===== config.mk =====
export PLATFORM = sky130hd
export DESIGN_NAME = division_restoring_core_flat
export DESIGN_NICKNAME = d
export VERILOG_FILES = /design/src/rtl/division_restoring_core_if.sv /design/src/rtl/division_restoring_core.sv /design/src/flat_wrapper.sv
export SDC_FILE = /design/constraint.sdc
export NUM_CORES = 1
export LEC_CHECK = 0
export CORE_MARGIN = 10
export CORE_UTILIZATION = 60
export DETAILED_ROUTE_END_ITERATION = 16
export HOLD_SLACK_MARGIN = 0.12
export PLACE_DENSITY = 0.93
export SLEW_MARGIN = 20
export SYNTH_ARGS = -nofsm -noshare
export SYNTH_HDL_FRONTEND = slang
export SYNTH_SLANG_ARGS = --single-unit

===== constraint.sdc =====
create_clock -name clk -period 6 [get_ports clk]
set_input_delay 0.9 -clock clk [delete_from_list [all_inputs] [get_ports clk]]
set_output_delay 0.9 -clock clk [all_outputs]
set_load 0.005 [all_outputs]

===== src/rtl/division_restoring_core_if.sv =====
// Operand/result bundle between the complement stage, the restoring divider
// and the result/display stage.
interface division_restoring_core_if #(
  parameter int WIDTH = 4
);
  logic             start;
  logic [WIDTH-1:0] first_nr;
  logic [WIDTH-1:0] second_nr;
  logic [WIDTH-1:0] quotient;
  logic [WIDTH-1:0] remainder;
  logic             done;
  logic             busy;
  logic             div_by_zero;
  logic             overflow;

  modport master (
    output start, first_nr, second_nr,
    input  quotient, remainder, done, busy, div_by_zero, overflow
  );

  modport slave (
    input  start, first_nr, second_nr,
    output quotient, remainder, done, busy, div_by_zero, overflow
  );
endinterface


===== src/rtl/division_restoring_core.sv =====
// Sequential signed restoring divider: truncating quotient, remainder signed
// like the dividend, with divide-by-zero and overflow flags.
//
// state | meaning
// IDLE  | waiting for start, operands captured on start
// LOAD  | signs/magnitudes resolved, divide-by-zero detected
// ITER  | one restoring step per cycle, WIDTH cycles
// FIX   | sign correction, outputs registered, done pulse
module division_restoring_core #(
  parameter int WIDTH = 4
) (
  input logic                       clk,
  input logic                       rst,
  division_restoring_core_if.slave  bus
);
  localparam int CW = (WIDTH > 1) ? $clog2(WIDTH) : 1;

  localparam logic [1:0] S_IDLE = 2'd0;
  localparam logic [1:0] S_LOAD = 2'd1;
  localparam logic [1:0] S_ITER = 2'd2;
  localparam logic [1:0] S_FIX  = 2'd3;

  localparam logic [WIDTH-1:0] MIN_MAG = {1'b1, {(WIDTH-1){1'b0}}};

  logic [1:0]       r_state;
  logic [WIDTH-1:0] r_a;
  logic [WIDTH-1:0] r_b;
  logic [WIDTH-1:0] r_abs_b;
  logic [WIDTH-1:0] r_q;
  logic [WIDTH:0]   r_rem;
  logic [CW-1:0]    r_cnt;
  logic             r_sign_q;
  logic             r_sign_r;
  logic             r_dz;
  logic [WIDTH-1:0] r_quotient;
  logic [WIDTH-1:0] r_remainder;
  logic             r_done;
  logic             r_busy;
  logic             r_div_by_zero;
  logic             r_overflow;

  logic [WIDTH-1:0] w_abs_a;
  logic [WIDTH-1:0] w_abs_b;
  logic [WIDTH:0]   w_shift;
  logic [WIDTH:0]   w_trial;
  logic             w_last;

  // Negating the most negative value wraps to itself, which read unsigned is
  // exactly its magnitude 2^(WIDTH-1).
  assign w_abs_a = r_a[WIDTH-1] ? (~r_a + 1'b1) : r_a;
  assign w_abs_b = r_b[WIDTH-1] ? (~r_b + 1'b1) : r_b;

  assign w_shift = {r_rem[WIDTH-1:0], r_q[WIDTH-1]};
  assign w_trial = w_shift - {1'b0, r_abs_b};
  assign w_last  = (r_cnt == CW'(WIDTH - 1));

  always_ff @(posedge clk or posedge rst) begin
    if (rst) begin
      r_state       <= S_IDLE;
      r_a           <= '0;
      r_b           <= '0;
      r_abs_b       <= '0;
      r_q           <= '0;
      r_rem         <= '0;
      r_cnt         <= '0;
      r_sign_q      <= 1'b0;
      r_sign_r      <= 1'b0;
      r_dz          <= 1'b0;
      r_quotient    <= '0;
      r_remainder   <= '0;
      r_done        <= 1'b0;
      r_busy        <= 1'b0;
      r_div_by_zero <= 1'b0;
      r_overflow    <= 1'b0;
    end else begin
      r_done <= 1'b0;
      case (r_state)
        S_IDLE: begin
          if (bus.start) begin
            r_a     <= bus.first_nr;
            r_b     <= bus.second_nr;
            r_busy  <= 1'b1;
            r_state <= S_LOAD;
          end
        end
        S_LOAD: begin
          r_sign_q <= r_a[WIDTH-1] ^ r_b[WIDTH-1];
          r_sign_r <= r_a[WIDTH-1];
          r_abs_b  <= w_abs_b;
          if (r_b == '0) begin
            r_dz    <= 1'b1;
            r_state <= S_FIX;
          end else begin
            r_dz    <= 1'b0;
            r_rem   <= '0;
            r_q     <= w_abs_a;
            r_cnt   <= '0;
            r_state <= S_ITER;
          end
        end
        S_ITER: begin
          if (!w_trial[WIDTH]) begin
            r_rem <= w_trial;
            r_q   <= {r_q[WIDTH-2:0], 1'b1};
          end else begin
            r_rem <= w_shift;
            r_q   <= {r_q[WIDTH-2:0], 1'b0};
          end
          r_cnt <= r_cnt + 1'b1;
          if (w_last) r_state <= S_FIX;
        end
        S_FIX: begin
          if (r_dz) begin
            r_quotient    <= '0;
            r_remainder   <= r_a;
            r_div_by_zero <= 1'b1;
            r_overflow    <= 1'b0;
          end else begin
            r_quotient    <= r_sign_q ? (~r_q + 1'b1) : r_q;
            r_remainder   <= r_sign_r ? (~r_rem[WIDTH-1:0] + 1'b1) : r_rem[WIDTH-1:0];
            r_div_by_zero <= 1'b0;
            r_overflow    <= !r_sign_q && (r_q == MIN_MAG);
          end
          r_done  <= 1'b1;
          r_busy  <= 1'b0;
          r_state <= S_IDLE;
        end
        default: r_state <= S_IDLE;
      endcase
    end
  end

  assign bus.quotient    = r_quotient;
  assign bus.remainder   = r_remainder;
  assign bus.done        = r_done;
  assign bus.busy        = r_busy;
  assign bus.div_by_zero = r_div_by_zero;
  assign bus.overflow    = r_overflow;
endmodule


===== src/flat_wrapper.sv =====
// flat-port wrapper written by rule: the top's interface ports become plain ports
module division_restoring_core_flat 
#(
  parameter int WIDTH = 4
)
  (clk, rst, bus_start, bus_first_nr, bus_second_nr, bus_quotient, bus_remainder, bus_done, bus_busy, bus_div_by_zero, bus_overflow);
  division_restoring_core_if #(.WIDTH(WIDTH)) bus_i ();
  input logic clk;
  input logic rst;
  input wire logic [$bits(bus_i.start)-1:0] bus_start;
  input wire logic [$bits(bus_i.first_nr)-1:0] bus_first_nr;
  input wire logic [$bits(bus_i.second_nr)-1:0] bus_second_nr;
  output wire logic [$bits(bus_i.quotient)-1:0] bus_quotient;
  output wire logic [$bits(bus_i.remainder)-1:0] bus_remainder;
  output wire logic [$bits(bus_i.done)-1:0] bus_done;
  output wire logic [$bits(bus_i.busy)-1:0] bus_busy;
  output wire logic [$bits(bus_i.div_by_zero)-1:0] bus_div_by_zero;
  output wire logic [$bits(bus_i.overflow)-1:0] bus_overflow;
  assign bus_i.start = bus_start;
  assign bus_i.first_nr = bus_first_nr;
  assign bus_i.second_nr = bus_second_nr;
  assign bus_quotient = bus_i.quotient;
  assign bus_remainder = bus_i.remainder;
  assign bus_done = bus_i.done;
  assign bus_busy = bus_i.busy;
  assign bus_div_by_zero = bus_i.div_by_zero;
  assign bus_overflow = bus_i.overflow;
  division_restoring_core #(.WIDTH(WIDTH)) u_core (.clk(clk), .rst(rst), .bus(bus_i));
endmodule

Word-level counts from Yosys, hierarchy flattened
Cells that the tools add are included.
- register bits after elaboration: 39
- bits in latches: 0
- bits in writable memories: 0
- bits in read-only memories: 0
- input port bits: 11
- output and inout port bits: 12
- logic and storage cells: 69
- memories: 0
- $add $sub $neg: 6
- multiply operators: 0
- div/mod/pow operators: 0
- $lt $le $gt $ge: 0
- eq/ne operators: 8
- shift operators: 0
- multiplexer cells: 24
- bitwise operators: 5
- reduce and logical (&&, ||, !) cells: 10
- operator list (cell ; number):
    $mux W4 ; 9
    $add A4 B1 Y4 const B ; 4
    $not A4 Y4 ; 4
    $pmux W4 S2 ; 2
    $pmux W2 S4 ; 1
    $reduce_and A2 Y1 ; 4
    $mux W1 ; 7
    $eq A2 B2 Y1 const B ; 3
    $mux W2 ; 3
    $sub A5 B4 Y5 ; 1
    $eq A4 B4 Y1 const B ; 1
    $logic_not A4 Y1 ; 1
    $ne A2 B2 Y1 const B ; 2
    $pmux W2 S2 ; 1
    $reduce_bool A2 Y1 ; 2
    $add A2 B1 Y2 const B ; 1
    $eq A2 B1 Y1 const B ; 1
    $logic_not A2 Y1 ; 1
    $ne A2 B1 Y1 const B ; 1
    $pmux W1 S2 ; 1
    $logic_and A1 B1 Y1 ; 1
    $logic_not A1 Y1 ; 1
    $xor A1 B1 Y1 ; 1

Depth between registers and ports, before layout
Gate-level depths: netlist (run 1).
- depth after elaboration: 5
- depth in mapped cells: 8
- mapped depth without buffers: 8

Worst setup path after synthesis (run 1)
OpenSTA, ideal clock, no wires.
- path type: reg2reg
- start point: register u_core.r_q[3]
- end point: register u_core.r_rem[0]
- library setup time: 83 ps
- arrival: 2127 ps
- required time: 5917 ps
- setup slack: 3791 ps
- stages on the path, launching flop included: 9
- buffers on the path: 0
- period minus slack after synthesis: 2209 ps
- path through: dfrtp_1 > inv_1 > ha_1 > fa_1 > nand2b_1 > a21oi_2 > xor2_2 > mux2_2 > o21ai_0
- longest elaborated chain between the ends: 3
- RTL lines (element ; RTL line ; RTL):
    from (decl) ; division_restoring_core.sv:29 ; logic [WIDTH-1:0] r_q;
    from (signal assigned) ; division_restoring_core.sv:96 ; r_q <= w_abs_a;
    from (signal assigned) ; division_restoring_core.sv:104 ; r_q <= {r_q[WIDTH-2:0], 1'b1};
    from (signal assigned) ; division_restoring_core.sv:107 ; r_q <= {r_q[WIDTH-2:0], 1'b0};
    $sub A5 B4 Y5 ; division_restoring_core.sv:54 ; assign w_trial = w_shift - {1'b0, r_abs_b};
    $mux W4 * ; division_restoring_core.sv:102 ; if (!w_trial[WIDTH]) begin
    $pmux W4 S2 * ; division_restoring_core.sv:77 ; case (r_state)
    to (signal assigned) ; division_restoring_core.sv:103 ; r_rem <= w_trial;
    to (signal assigned) ; division_restoring_core.sv:106 ; r_rem <= w_shift;
    to (decl) ; division_restoring_core.sv:30 ; logic [WIDTH:0] r_rem;
Every way passes the cells marked *; elsewhere a longest branch is shown, timed or not.
A chain may end at the register's enable or synchronous reset.

Worst setup path in the final report (run 1)
Ends and elaborated chain as after synthesis.

==> flow_summary_export.csv, run 1 <==
group,metric,value,unit
route,first_pass_iters,4,
floorplanning,core,3310,µm²
clock_network,hold_buffers,0,
logic_synthesis,seq_area_frac_synth,0.481,
global_route,met3_usage,0.0501,
min_path,hold_class,"reg -> reg",
logic_synthesis,synth_fa_ha_area_frac,0.0901,
power_and_ir_drop,powerDensity,565,nW/µm²
clock_network,clockBufferDepth,2,
run_status,status,"finished, final reports clean",
logic_synthesis,synth_compound_area_frac,0.117,
sta,fin_hold_ws,520,ps
clock_network,cts_root_buf,"clkbuf_4",
floorplanning,io_pins,23,
critical_path,required,6260,ps
min_path,hold_start,"u_core.bus.div_by_zero",
critical_path,cp_max_fo,5,
critical_path,cp-startpoint,"u_core.r_q[3]",
global_route,grt.overflow.total,0,
job,max-cap-violations,0,
global_route,grtUsageMet2,0.230,
logic_synthesis,synth-simple-area-share,0.0888,
logic_synthesis,synth_xor_area_frac,0.0469,
logic_synthesis,synthMuxAreaShare,0.122,
clock_network,clk_pin_slew,110,ps
sta,rsz0062_at_grt,"no",
sta,worst_pin_slew,639,ps
global_route,grt_pass1_vias,1532,
logic_synthesis,synth.ff_latch_count,39,
critical_path,rrSetupSlack,3640,ps
sta,hold_violations,0,
global_route,antenna_found_initial,0,
critical_path,cp-end-kind,"flip-flop",
critical_path,timing.rr.start,"u_core.r_q[3]",
floorplanning,dieArea,6110,µm²
sta,tns,0,ps
sta,max_slew_margin,0.574,
sta,skew,9.13,ps
global_route,grt_pass1_wl,7210,µm
global_route,busiest_layer,"met2",
route,dr_total_vias,1444,
cells_and_area,diodes,0,
route,final_antenna_net_count,0,
cells_and_area,multi_input_area,942,µm²
global_route,grt_use_met1,0.176,
place,io_buffers,22,
route,drt_iter0_drc,128,
route,drc,0,
sta,slew_viol_final,0,
min_path,min_to,"u_core.bus.div_by_zero",
critical_path,reg2reg_depth,8,
route,wire_per_inst,15.3,µm
sta,post-route-period-util,0.394,
logic_synthesis,synth_top_family_by_area,"multiplexers",
sta,fin_crit,2360,ps
logic_synthesis,syn_inst,195,
clock_network,cts_resized,0,
route,drt-total-wl,4030,µm
floorplanning,start_util,0.613,
critical_path,criticalPathCategory,"reg -> reg",
sta,fmax,0.423,GHz
critical_path,critPathLaunchType,"flip-flop",
clock_network,numCtsBuffers,5,
cells_and_area,drive_gt1_frac,0.115,
floorplanning,die_h,78.1,µm
cells_and_area,layout_commonest_cell,"dfrtp_1",
clock_network,clock_latency,340,ps
clock_network,htreeDepth,2,
critical_path,arrival,2630,ps
logic_synthesis,syn_nets,220,
floorplanning,die_w,78.1,µm
cells_and_area,fin_nets,244,
cells_and_area,register_area,976,µm²
place,dp_hpwl,2980,µm
global_route,grt_max_degree,40,
global_route,track_usage,0.142,
clock_network,cts_tree,"built",
clock_network,postCtsSetupBuffers,0,
cells_and_area,fin_util,0.706,
cells_and_area,fill_cells,267,
logic_synthesis,yosys_warnings,0,
power_and_ir_drop,p_leak,1.05,nW
power_and_ir_drop,power.total,1.32,mW
power_and_ir_drop,vdd_drop_max,308,µV
logic_synthesis,netlist-cell-type-count,31,
critical_path,r2r-end,"u_core.r_rem[0]",
route,vias_per_cell,5.47,
logic_synthesis,synth.cell_area,2030,µm²
cells_and_area,syn2layout_area_growth,15.3,%
cells_and_area,final_cell_mix,"39 x dfrtp_1, 22 x inv_1, 22 x clkdlybuf4s50_1",
min_path,min_path_cells,1,
logic_synthesis,avgSynthCellArea,10.4,µm²
sta,finalSetupViolations,0,
floorplanning,rows,21,
place,routabilityCongestion,0.820,
clock_network,cts_sinks,39,
==> final cells by class <==
class | count | area share
clock inverters | 1 | 0.00321
inverters | 22 | 0.0353
multi-input cells | 127 | 0.403
repair buffers | 24 | 0.101
flip-flops and latches | 39 | 0.417
clock buffers | 5 | 0.0161
well taps | 46 | 0.0246
==> cell families after synthesis <==
group           after synthesis
compound gates               40
simple gates                 40
flops                        39
buf+inv                      29
mux                          23
fa+ha+maj                    14
xor+xnor                     10
==> synth_stat cells <==
master / number / area, µm²
dfrtp_1: 39 / 976
inv_1: 22 / 82.6
nand2_1: 17 / 63.8
o21ai_0: 16 / 80.1
mux2_2: 14 / 158
ha_1: 13 / 163
nor2_1: 11 / 41.3
a21oi_1: 10 / 50.1
mux2i_1: 9 / 90.1
xnor2_1: 8 / 70.1
nor2b_1: 6 / 37.5
o22ai_1: 5 / 31.3
clkbuf_1: 4 / 15.0
a32o_1: 2 / 20.0
buf_1: 2 / 7.51
o31ai_1: 2 / 15.0
a211oi_1: 1 / 7.51
a21oi_2: 1 / 8.76
a31o_2: 1 / 8.76
a31oi_1: 1 / 6.26
buf_2: 1 / 5.00
fa_1: 1 / 20.0
nand2b_1: 1 / 6.26
nand3_1: 1 / 5.00
nand4_1: 1 / 6.26
nand4b_1: 1 / 8.76
nor3_1: 1 / 5.00
nor4_1: 1 / 6.26
o22a_1: 1 / 8.76
xor2_1: 1 / 8.76
xor2_2: 1 / 16.3
==> flip-flops by register name, indices dropped and copies added (netlist names), 4 cells and up <==
register / count
u_core.bus.quotient: 4
u_core.bus.remainder: 4
u_core.r_a: 4
u_core.r_abs_b: 4
u_core.r_b: 4
u_core.r_q: 4
u_core.r_rem: 4
==> worst max-delay path: stages, from the launching register on <==
cell      delay, ps
dfrtp_1         360
inv_1            90
ha_1            240
fa_1            450
nand2b_1        170
a21oi_2         160
xor2_2          310
mux2_2          370
o21ai_0         140
==> worst max-delay path by stage <==
stage | endpoint | slack, ps
after floorplan | u_core.r_rem[0] | 3790
after global placement | u_core.r_rem[0] | 3720
after detailed placement | u_core.r_rem[0] | 3660
after CTS | u_core.r_rem[0] | 3640
after global routing | u_core.r_rem[0] | 3390
final | u_core.r_rem[0] | 3640
==> per-layer routing <==
| layer | share of wire | vias to the layer above |
|---|---|---|
| li1 | - | 707 |
| met2 | 0.50 | 32 |
| met3 | 0.054 | 4 |
| met1 | 0.44 | 701 |
| met5 | 0 | - |
| met4 | 0.0084 | 0 |
==> where the power goes <==
part	internal, mW	total (mW)	switching (mW)
Sequential	0.385	0.509	0.124
Clock	0.0413	0.124	0.0830
Combinational	0.355	0.688	0.333
Total	0.781	1.32	0.541
==> stage by stage <==
stage / instance area [µm²] / instances / setup slack (ps)
global route: 2340 / 264 / 3390
finish: 2340 / 264 / 3640
floorplan: 2030 / 195 / 3790
CTS: 2340 / 264 / 3640
global placement: 2290 / 258 / 3720
detailed placement: 2290 / 258 / 3660
Power figures use the tool's default switching activity.
==> run 2: changes to the inputs <==
- CORE_UTILIZATION: 60 -> 50
- PLACE_DENSITY: 0.93 -> 0.84
- clock period: 6 -> 2.05 ns (I/O delays scaled with it)
==> flow_summary_export.csv, run 2 (synthesis results as in run 1) <==
group,metric,value,unit
run_status,status,"finished, final reports clean",
cells_and_area,syn2layout_area_growth,23.9,%
route,dr_total_vias,1499,
clock_network,clockBufferDepth,2,
critical_path,path_buf_inv,2,
sta,worst_pin_slew,641,ps
clock_network,htreeDepth,2,
critical_path,r2r-end,"u_core.r_rem[2]",
clock_network,hold_buffers,0,
cells_and_area,final_cell_mix,"39 x dfrtp_1, 22 x clkdlybuf4s50_1, 21 x inv_1",
sta,finalSetupViolations,0,
critical_path,critPathMaxStageDelay,360,ps
cells_and_area,drive_gt1_frac,0.181,
critical_path,cp_max_fo,4,
critical_path,cp-startpoint,"u_core.r_q[3]",
route,drc,0,
power_and_ir_drop,vdd_drop_max,802,µV
critical_path,criticalPathCategory,"reg -> reg",
clock_network,clock_latency,290,ps
sta,post-route-period-util,0.975,
floorplanning,core,3970,µm²
power_and_ir_drop,power.total,4.37,mW
cells_and_area,diodes,0,
cells_and_area,layout_commonest_cell,"dfrtp_1",
sta,hold_violations,0,
route,vias_per_cell,5.32,
route,drt-total-wl,4280,µm
critical_path,required,2230,ps
critical_path,critPathLaunchType,"flip-flop",
place,io_buffers,22,
clock_network,cts_sinks,39,
floorplanning,io_pins,23,
cells_and_area,fill_cells,328,
route,first_pass_iters,4,
critical_path,timing.rr.start,"u_core.r_q[3]",
critical_path,cp_slowest_cell,"dfrtp_1",
floorplanning,dieArea,7000,µm²
global_route,antenna_found_initial,0,
floorplanning,start_util,0.511,
critical_path,crit_family,"adder cells",
critical_path,path_depth,9,
floorplanning,rows,23,
critical_path,worstPathCellList,"inv_2 -> ha_2 -> fa_2 -> nand2b_4 -> a21oi_4 -> xor2_4 -> buf_6 -> mux2i_1 -> o21ai_1",
min_path,hold_class,"in -> async",
route,wire_per_inst,15.2,µm
clock_network,cts_root_buf,"clkbuf_8",
power_and_ir_drop,p_leak,1.14,nW
critical_path,cp-end-kind,"flip-flop",
critical_path,reg2reg_depth,9,
critical_path,rrSetupSlack,50,ps
route,drt_iter0_drc,94,
sta,max_slew_margin,0.568,
global_route,grt.overflow.total,0,
place,routabilityCongestion,0.852,
sta,fmax,0.500,GHz
critical_path,endpoint,"u_core.r_rem[2]",
clock_network,numCtsBuffers,5,
global_route,grt_max_degree,40,
sta,worst_slack,51.1,ps
place,post-place-ws,-95.0,ps
global_route,grt_pass1_vias,1645,
clock_network,cts_tree,"built",
job,max-cap-violations,0,
critical_path,arrival,2180,ps
place,dp_hpwl,3120,µm
cells_and_area,fin_nets,256,
sta,slew_viol_final,0,
route,final_antenna_net_count,0,
sta,skew,5.73,ps
sta,rsz0062_at_grt,"yes",
floorplanning,die_w,83.7,µm
clock_network,clk_pin_slew,80,ps
global_route,grt_pass1_wl,7420,µm
global_route,track_usage,0.125,
power_and_ir_drop,powerDensity,1740,nW/µm²
sta,fin_crit,2000,ps
sta,fin_hold_ws,427,ps
floorplanning,die_h,83.7,µm
## run 2: cell count changes in the layout (fill, tap and decap cells not counted), sizes merged
cell,previous run,this run
clkinvlp,1,0
buf,2,14
clkinv,0,1
clkbuf,5,7
## run 2: cell type report
class / count / area, µm² / area share
multi-input cells: 127 / 981 / 0.390
flip-flops and latches: 39 / 976 / 0.388
repair buffers: 36 / 329 / 0.131
inverters: 22 / 82.6 / 0.0329
clock buffers: 7 / 76.3 / 0.0304
well taps: 50 / 62.6 / 0.0249
clock inverters: 1 / 5.00 / 0.00199
## run 2: layer usage
| layer | track usage | wire length [µm] | part of all wire | vias to the layer above |
|---|---|---|---|---|
| met5 | 0 | 0 | 0 | - |
| met4 | 0.0381 | 32 | 0.0075 | 0 |
| met3 | 0.0430 | 256 | 0.060 | 3 |
| met2 | 0.217 | 2180 | 0.51 | 40 |
| met1 | 0.141 | 1810 | 0.42 | 729 |
| li1 | - | - | - | 727 |
## run 2: how the worst min path moves through the flow
stage / from / to / slack, ps / cells after the start
after floorplan: bus_first_nr[0] / u_core.r_a[0] / 460 / 1
after global placement: u_core.r_cnt[1] / u_core.r_cnt[1] / 480 / 1
after detailed placement: u_core.r_cnt[0] / u_core.r_cnt[0] / 500 / 1
after CTS: rst / u_core.bus.remainder[2] / 450 / 3
after global routing: rst / u_core.bus.remainder[2] / 470 / 3
final: rst / u_core.bus.remainder[2] / 430 / 3
## run 2: metrics by stage
stage               TNS (ps)  cell area (µm²)  std cells  utilization
floorplan                  0             2060        195            -
global placement           0             2390        269        0.601
detailed placement     -99.4             2390        269        0.601
CTS                        0             2490        280        0.627
global route           -32.1             2510        282        0.633
finish                     0             2510        282        0.633
## run 2: repair_timing
item | CTS | global route
setup endpoints to repair | 2 | 3
resized for setup | 1 | 4
pin swaps | 2 | 1
buffers inserted | 3 | 2
hold endpoints to repair | 0 | 0
## run 2: tightest hold or removal path, delay by kind of cell
kind / cells / cell delay, ps
buffers and inverters: 3 / 860
## run 2: where the power goes
part           internal [mW]  switching (mW)
clock network          0.239           0.261
registers               1.13           0.369
logic                   1.28            1.10
total                   2.64            1.73
==> run 3: changes to the inputs <==
- CTS_CLUSTER_SIZE: not set -> 25
==> results of run 3 <==
No change in the layout: final DEF, timing and power equal those of run 2.
